<file path="config.mk">
export PLATFORM = sky130hd
export DESIGN_NAME = freq_meas_sched
export DESIGN_NICKNAME = d
export VERILOG_FILES = /design/src/rtl/freq_meas_pkg.sv /design/src/rtl/freq_gate_counter.sv /design/src/rtl/freq_meas_sched.sv
export SDC_FILE = /design/constraint.sdc
export NUM_CORES = 1
export LEC_CHECK = 0
export CORE_ASPECT_RATIO = 1.25
export CORE_MARGIN = 2
export CORE_UTILIZATION = 40
export CTS_BUF_LIST = sky130_fd_sc_hd__clkbuf_4
export DETAILED_ROUTE_END_ITERATION = 7
export PLACE_DENSITY_LB_ADDON = 0.1
export SYNTH_ARGS = -nofsm -noshare
export SYNTH_HDL_FRONTEND = slang
export SYNTH_HIERARCHICAL = 1
export SYNTH_SLANG_ARGS = --single-unit
</file>
<file path="constraint.sdc">
create_clock -name clock -period 2 [get_ports clock]
set_input_delay 0.2 -clock clock [delete_from_list [all_inputs] [get_ports clock]]
set_output_delay 0.2 -clock clock [all_outputs]
set_load 0.03 [all_outputs]
</file>
<file path="src/rtl/freq_meas_pkg.sv">
// rtl/freq_meas_pkg.sv - shared state type, widths and saturating increment for freq_meas_sched
package freq_meas_pkg;

  localparam int CNT_W  = 16;
  localparam int CHAN_W = 4;

  typedef enum logic [1:0] {
    ST_IDLE,
    ST_SETTLE,
    ST_GATE,
    ST_REPORT
  } state_e;

  function automatic logic [CNT_W-1:0] sat_inc(input logic [CNT_W-1:0] v);
    return (v == {CNT_W{1'b1}}) ? v : v + CNT_W'(1);
  endfunction

endpackage

</file>
<file path="src/rtl/freq_gate_counter.sv">
// rtl/freq_gate_counter.sv - edge detector plus saturating edge and high-time counters
// Outputs are the next-state counts so the caller can capture the final gate cycle on exit.
module freq_gate_counter
  import freq_meas_pkg::*;
(
  input  logic             clock,
  input  logic             rst_n,
  input  logic             clear_i,
  input  logic             count_en_i,
  input  logic             sample_i,
  output logic [CNT_W-1:0] freq_d_o,
  output logic [CNT_W-1:0] high_d_o
);

  logic             prev_q;
  logic [CNT_W-1:0] freq_q, freq_d;
  logic [CNT_W-1:0] high_q, high_d;

  always_comb begin
    freq_d = freq_q;
    high_d = high_q;
    if (clear_i) begin
      freq_d = '0;
      high_d = '0;
    end else if (count_en_i) begin
      if (sample_i && !prev_q) freq_d = sat_inc(freq_q);
      if (sample_i)            high_d = sat_inc(high_q);
    end
  end

  // History tracks the sample every cycle, so the settle window primes it for the gate.
  always_ff @(posedge clock or negedge rst_n) begin
    if (!rst_n) begin
      prev_q <= 1'b0;
      freq_q <= '0;
      high_q <= '0;
    end else begin
      prev_q <= sample_i;
      freq_q <= freq_d;
      high_q <= high_d;
    end
  end

  assign freq_d_o = freq_d;
  assign high_d_o = high_d;

endmodule

</file>
<file path="src/rtl/freq_meas_sched.sv">
// rtl/freq_meas_sched.sv - round-robin gated frequency/high-time measurement scheduler
// Define FREQ_MEAS_SYNC_EN to insert a two-flop synchronizer on every in_signal bit.
module freq_meas_sched
  import freq_meas_pkg::*;
#(
  parameter int NCH        = 4,
  parameter int GATE_CYC   = 65535,
  parameter int SETTLE_CYC = 4
) (
  input  logic              clock,
  input  logic              rst_n,
  input  logic              enable,
  input  logic [NCH-1:0]    chan_mask,
  input  logic [NCH-1:0]    in_signal,
  output logic              res_valid,
  input  logic              res_ready,
  output logic [CHAN_W-1:0] res_chan,
  output logic [CNT_W-1:0]  res_freq,
  output logic [CNT_W-1:0]  res_high,
  output logic              busy
);

  localparam logic [CNT_W-1:0] GATE_LAST   = CNT_W'(GATE_CYC - 1);
  localparam logic [CNT_W-1:0] SETTLE_LAST = CNT_W'(SETTLE_CYC - 1);

  state_e            state_q, state_d;
  logic [CNT_W-1:0]  cyc_q, cyc_d;
  logic [CHAN_W-1:0] chan_q, chan_d;
  logic              started_q, started_d;
  logic              res_valid_q, res_valid_d;
  logic [CHAN_W-1:0] res_chan_q, res_chan_d;
  logic [CNT_W-1:0]  res_freq_q, res_freq_d;
  logic [CNT_W-1:0]  res_high_q, res_high_d;

  logic [NCH-1:0]    samp_q;
  logic              sel_sample;
  logic [CHAN_W-1:0] next_chan, lo_chan, hi_chan;
  logic              hi_found;
  logic              mask_any;
  logic [CNT_W-1:0]  freq_nxt, high_nxt;

`ifdef FREQ_MEAS_SYNC_EN
  logic [NCH-1:0] sync0_q, sync1_q;

  always_ff @(posedge clock or negedge rst_n) begin
    if (!rst_n) begin
      sync0_q <= '0;
      sync1_q <= '0;
      samp_q  <= '0;
    end else begin
      sync0_q <= in_signal;
      sync1_q <= sync0_q;
      samp_q  <= sync1_q;
    end
  end
`else
  always_ff @(posedge clock or negedge rst_n) begin
    if (!rst_n) samp_q <= '0;
    else        samp_q <= in_signal;
  end
`endif

  always_comb begin
    sel_sample = 1'b0;
    for (int i = 0; i < NCH; i++) begin
      if (chan_q == CHAN_W'(i)) sel_sample = samp_q[i];
    end
  end

  // Lowest set bit overall, and lowest set bit above the current channel (wrap falls back to lowest).
  always_comb begin
    lo_chan  = '0;
    hi_chan  = '0;
    hi_found = 1'b0;
    for (int i = NCH - 1; i >= 0; i--) begin
      if (chan_mask[i]) begin
        lo_chan = CHAN_W'(i);
        if (CHAN_W'(i) > chan_q) begin
          hi_chan  = CHAN_W'(i);
          hi_found = 1'b1;
        end
      end
    end
    next_chan = (started_q && hi_found) ? hi_chan : lo_chan;
  end

  assign mask_any = |chan_mask;

  always_comb begin
    state_d     = state_q;
    cyc_d       = cyc_q;
    chan_d      = chan_q;
    started_d   = started_q;
    res_valid_d = res_valid_q;
    res_chan_d  = res_chan_q;
    res_freq_d  = res_freq_q;
    res_high_d  = res_high_q;
    case (state_q)
      ST_IDLE: begin
        if (enable && mask_any) begin
          state_d   = ST_SETTLE;
          cyc_d     = '0;
          chan_d    = next_chan;
          started_d = 1'b1;
        end
      end
      ST_SETTLE: begin
        if (!enable) begin
          state_d = ST_IDLE;
        end else if (cyc_q == SETTLE_LAST) begin
          state_d = ST_GATE;
          cyc_d   = '0;
        end else begin
          cyc_d = cyc_q + CNT_W'(1);
        end
      end
      ST_GATE: begin
        if (!enable) begin
          state_d = ST_IDLE;
        end else if (cyc_q == GATE_LAST) begin
          state_d     = ST_REPORT;
          res_valid_d = 1'b1;
          res_chan_d  = chan_q;
          res_freq_d  = freq_nxt;
          res_high_d  = high_nxt;
        end else begin
          cyc_d = cyc_q + CNT_W'(1);
        end
      end
      ST_REPORT: begin
        if (res_ready) begin
          res_valid_d = 1'b0;
          if (enable && mask_any) begin
            state_d = ST_SETTLE;
            cyc_d   = '0;
            chan_d  = next_chan;
          end else begin
            state_d = ST_IDLE;
          end
        end
      end
      default: state_d = ST_IDLE;
    endcase
  end

  always_ff @(posedge clock or negedge rst_n) begin
    if (!rst_n) begin
      state_q     <= ST_IDLE;
      cyc_q       <= '0;
      chan_q      <= '0;
      started_q   <= 1'b0;
      res_valid_q <= 1'b0;
      res_chan_q  <= '0;
      res_freq_q  <= '0;
      res_high_q  <= '0;
    end else begin
      state_q     <= state_d;
      cyc_q       <= cyc_d;
      chan_q      <= chan_d;
      started_q   <= started_d;
      res_valid_q <= res_valid_d;
      res_chan_q  <= res_chan_d;
      res_freq_q  <= res_freq_d;
      res_high_q  <= res_high_d;
    end
  end

  freq_gate_counter u_cnt (
    .clock      (clock),
    .rst_n      (rst_n),
    .clear_i    (state_q != ST_GATE),
    .count_en_i (state_q == ST_GATE),
    .sample_i   (sel_sample),
    .freq_d_o   (freq_nxt),
    .high_d_o   (high_nxt)
  );

  assign res_valid = res_valid_q;
  assign res_chan  = res_chan_q;
  assign res_freq  = res_freq_q;
  assign res_high  = res_high_q;
  assign busy      = (state_q != ST_IDLE);

endmodule

</file>
==> results.py, run 1 <==
metrics = {
    "timing": {
        "timing.fmax_ghz": 0.452,
        "slew_headroom_pct": 63.5,
        "tns_ns": -2.78,
        "slew_violations": 0,
        "hold_viol": 0,
        "fin_crit_ns": 2.21,
        "setup_slack_ns": -0.211,
        "worst_pin_slew_ns": 0.545,
        "setup_viol": 28,
        "skew_ns": 0.0148,
        "fin_crit_sh_pct": 111,
        "rsz0062_at_grt": "yes",
    },
    "clock_network": {
        "numCtsBuffers": 9,
        "clock_path_buffers": 2,
        "cts_tree": "yes",
        "clock_latency_ns": 0.49,
        "clock_sinks": 93,
        "cts_htree_levels": 3,
        "clk_pin_slew_ns": 0.13,
        "cts_root_buffer": "clkbuf_4",
    },
    "critical_path": {
        "endpoint_kind": "flop",
        "r2r_slack_ns": -0.21,
        "crit_buf_inv": 0,
        "critPathKind": "reg -> reg",
        "critPathTopFamily": "simple AND/OR/NAND/NOR gates",
        "path_max_fanout": 8,
        "critPathLaunchType": "flop",
        "ff2ff_path_depth": 6,
        "cp_slowest_cell": "mux4_2",
        "critPathMaxStageDelay_ns": 0.44,
        "reg2reg_to": "res_freq[11]",
        "arrival_ns": 2.64,
        "cp.required_ns": 2.43,
        "timing.rr.start": "chan_q[0]",
        "path_cells": "mux4_2, nand3b_1, or3_4, or4_4, a21oi_2, mux2_2",
    },
    "yosys": {
        "synth_ff_type": "dfrtp_1",
        "syn_area_um2": 4970,
        "ys_ff_latch": 93,
        "netlist_instances": 469,
        "synth_edf_count": 0,
        "postSynthAreaPerCell_um2": 10.6,
        "ys_warn_count": 6,
        "synth_cell_types": 72,
        "async_flop_share_pct": 100,
        "yosysSeqAreaShare_pct": 46.8,
    },
    "detailed_routing": {
        "viasPerCell": 5.57,
        "wl_per_cell_um": 16.9,
        "initialDrtViolationCount": 175,
        "drc_errors": 0,
        "wl_um": 13100,
        "vias": 4326,
        "drtAntennaViolNets": 0,
        "drt-pass1-iter-count": 4,
    },
    "global_route": {
        "met1_usage_pct": 25.8,
        "grt_max_degree": 57,
        "grt_util_met3_pct": 3.70,
        "met2_usage_pct": 31.4,
        "grt_pass1_wl_um": 21000,
        "gr-total-overflow": 0,
        "grt_pass1_vias": 4330,
        "grt_busiest_layer": "met2",
        "gr-usage-all-layers_pct": 19.6,
        "grt_antenna_before_repair": 1,
    },
    "worst_hold_path": {
        "hold_path.class": "in -> async",
    },
    "die": {
        "ios": 50,
        "core_um2": 12200,
        "fp.dieH_um": 129,
        "initial_utilization_pct": 40.9,
        "die_w_um": 104,
        "dieArea_um2": 13400,
        "num_rows": 45,
    },
    "final_layout": {
        "final_core_util_pct": 57.5,
        "finalInstanceArea_um2": 6990,
        "layoutNonFillerInstCount": 776,
        "syn2layout_area_growth_pct": 40.5,
        "drive_above_1_share_pct": 41.2,
        "final_nets": 628,
        "mostFrequentLayoutCell": "dfrtp_1",
        "layout_common_cells": "dfrtp_1, buf_4, clkdlybuf4s50_1, mux2_2, nand2_1",
    },
    "job": {
        "cap_violations": 0,
    },
    "power_and_ir_drop": {
        "ir_drop_mv": 0.615,
        "cellPowerDensity_nw_per_um2": 645,
        "leakage_nw": 2.85,
    },
    "place": {
        "dp_hpwl_um": 8400,
        "place_area_um2": 6170,
        "io_buffers": 47,
        "routabilityCongestion": 0.851,
        "place_inst": 739,
    },
    "status": {
        "status": "finished, violations left",
        "violations": "negative setup slack",
    },
}
==> power breakdown <==
group	switching (mW)	total (mW)	internal (mW)
clock network	0.631	1.01	0.379
registers	0.0558	2.00	1.95
logic	0.785	1.49	0.706
==> state kept, by name, indices dropped and copies added, names as in the netlist <==
signal        count
res_high         16
cyc_q            16
started_q         1
u_cnt/high_q     16
u_cnt/prev_q      1
res_valid         1
res_freq         16
chan_q            2
state_q           2
u_cnt/freq_q     16
samp_q            4
res_chan          2
==> Yosys cell counts, drive strengths merged, types with 15 or more instances <==
library cell  count  area share, %
nor2             16            1.2
dfrtp            93             47
inv              15            1.1
mux2             36            8.1
or3              15            2.0
buf              15            2.4
a21oi            24            2.4
nand3            17            1.8
nand4            22            3.7
o21ai            34            4.3
nor3             27            2.7
nand2            29            2.2
==> routing by layer <==
layer  part of all wire (%)  wire length (um)
met1                     44              5760
met2                     51              6670
met3                    3.3               432
met4                    2.0               257
met5                      0                 0
==> worst reg2reg max path, stage by stage, from the launching register on <==
cell and delay (ns):
dfrtp_1 0.42, mux4_2 0.44, nand3b_1 0.15, or3_4 0.40
or4_4 0.43, a21oi_2 0.17, mux2_2 0.17
==> through the flow <==
step,power [mW],worst slack [ns],hold slack (ns)
after floorplan,2.76,-0.120,-0.0956
after global placement,3.25,-0.198,0.0828
after detailed placement,3.28,-0.249,0.0835
after CTS,4.37,-0.197,0.0890
after global routing,4.78,-0.289,0.107
final,4.51,-0.211,0.102
==> repair_timing <==
action / CTS / global route
hold endpoints to repair: 93 / 0
setup buffers: 5 / 10
hold buffers: 1 / 0
pin swaps: 17 / 21
setup endpoints to repair: 52 / 73
gates resized for setup: 33 / 86
gates cloned: 1 / 6
==> cell families after synthesis <==
logic type | share of synthesized area [%]
AO/OA/AOI/OAI | 14.9
XOR/XNOR | 0.352
adder cells (fa/ha/maj) | 2.26
buffers and inverters | 3.92
flip-flops | 46.8
multiplexers | 9.00
other | 0.0754
AND/OR/NAND/NOR | 22.7
==> cell type report <==
cell class / count / area [um2]
Antenna cell: 1 / 2.50
Sequential cell: 93 / 2330
Clock buffer: 10 / 75.1
Clock inverter: 5 / 52.6
Timing Repair Buffer: 144 / 1310
Inverter: 15 / 56.3
Multi-Input combinational cell: 344 / 2960
Tap cell: 164 / 205
Fill cell: 1075 / 5170
==> how the worst max path moves through the flow <==
| stage | startpoint | end | slack [ns] | depth (start not counted) |
|---|---|---|---|---|
| 3_5_place_dp | u_cnt/high_q[0] | res_high[1] | -0.25 | 6 |
| 3_3_place_gp | chan_q[0] | res_freq[15] | -0.20 | 6 |
| 2_1_floorplan | chan_q[0] | res_freq[10] | -0.12 | 8 |
| 6_report | chan_q[0] | res_freq[11] | -0.21 | 6 |
| 4_1_cts | chan_q[0] | res_freq[9] | -0.20 | 7 |
| 5_1_grt | chan_q[0] | res_freq[11] | -0.29 | 6 |
No activity file was read; power rests on OpenSTA's default activity.
==> inputs of run 2 (changes only) <==
Settings changed: CAP_MARGIN set to 10.
==> results of run 2 <==
Same layout as run 1: the final DEF is identical, and so are final timing and power.
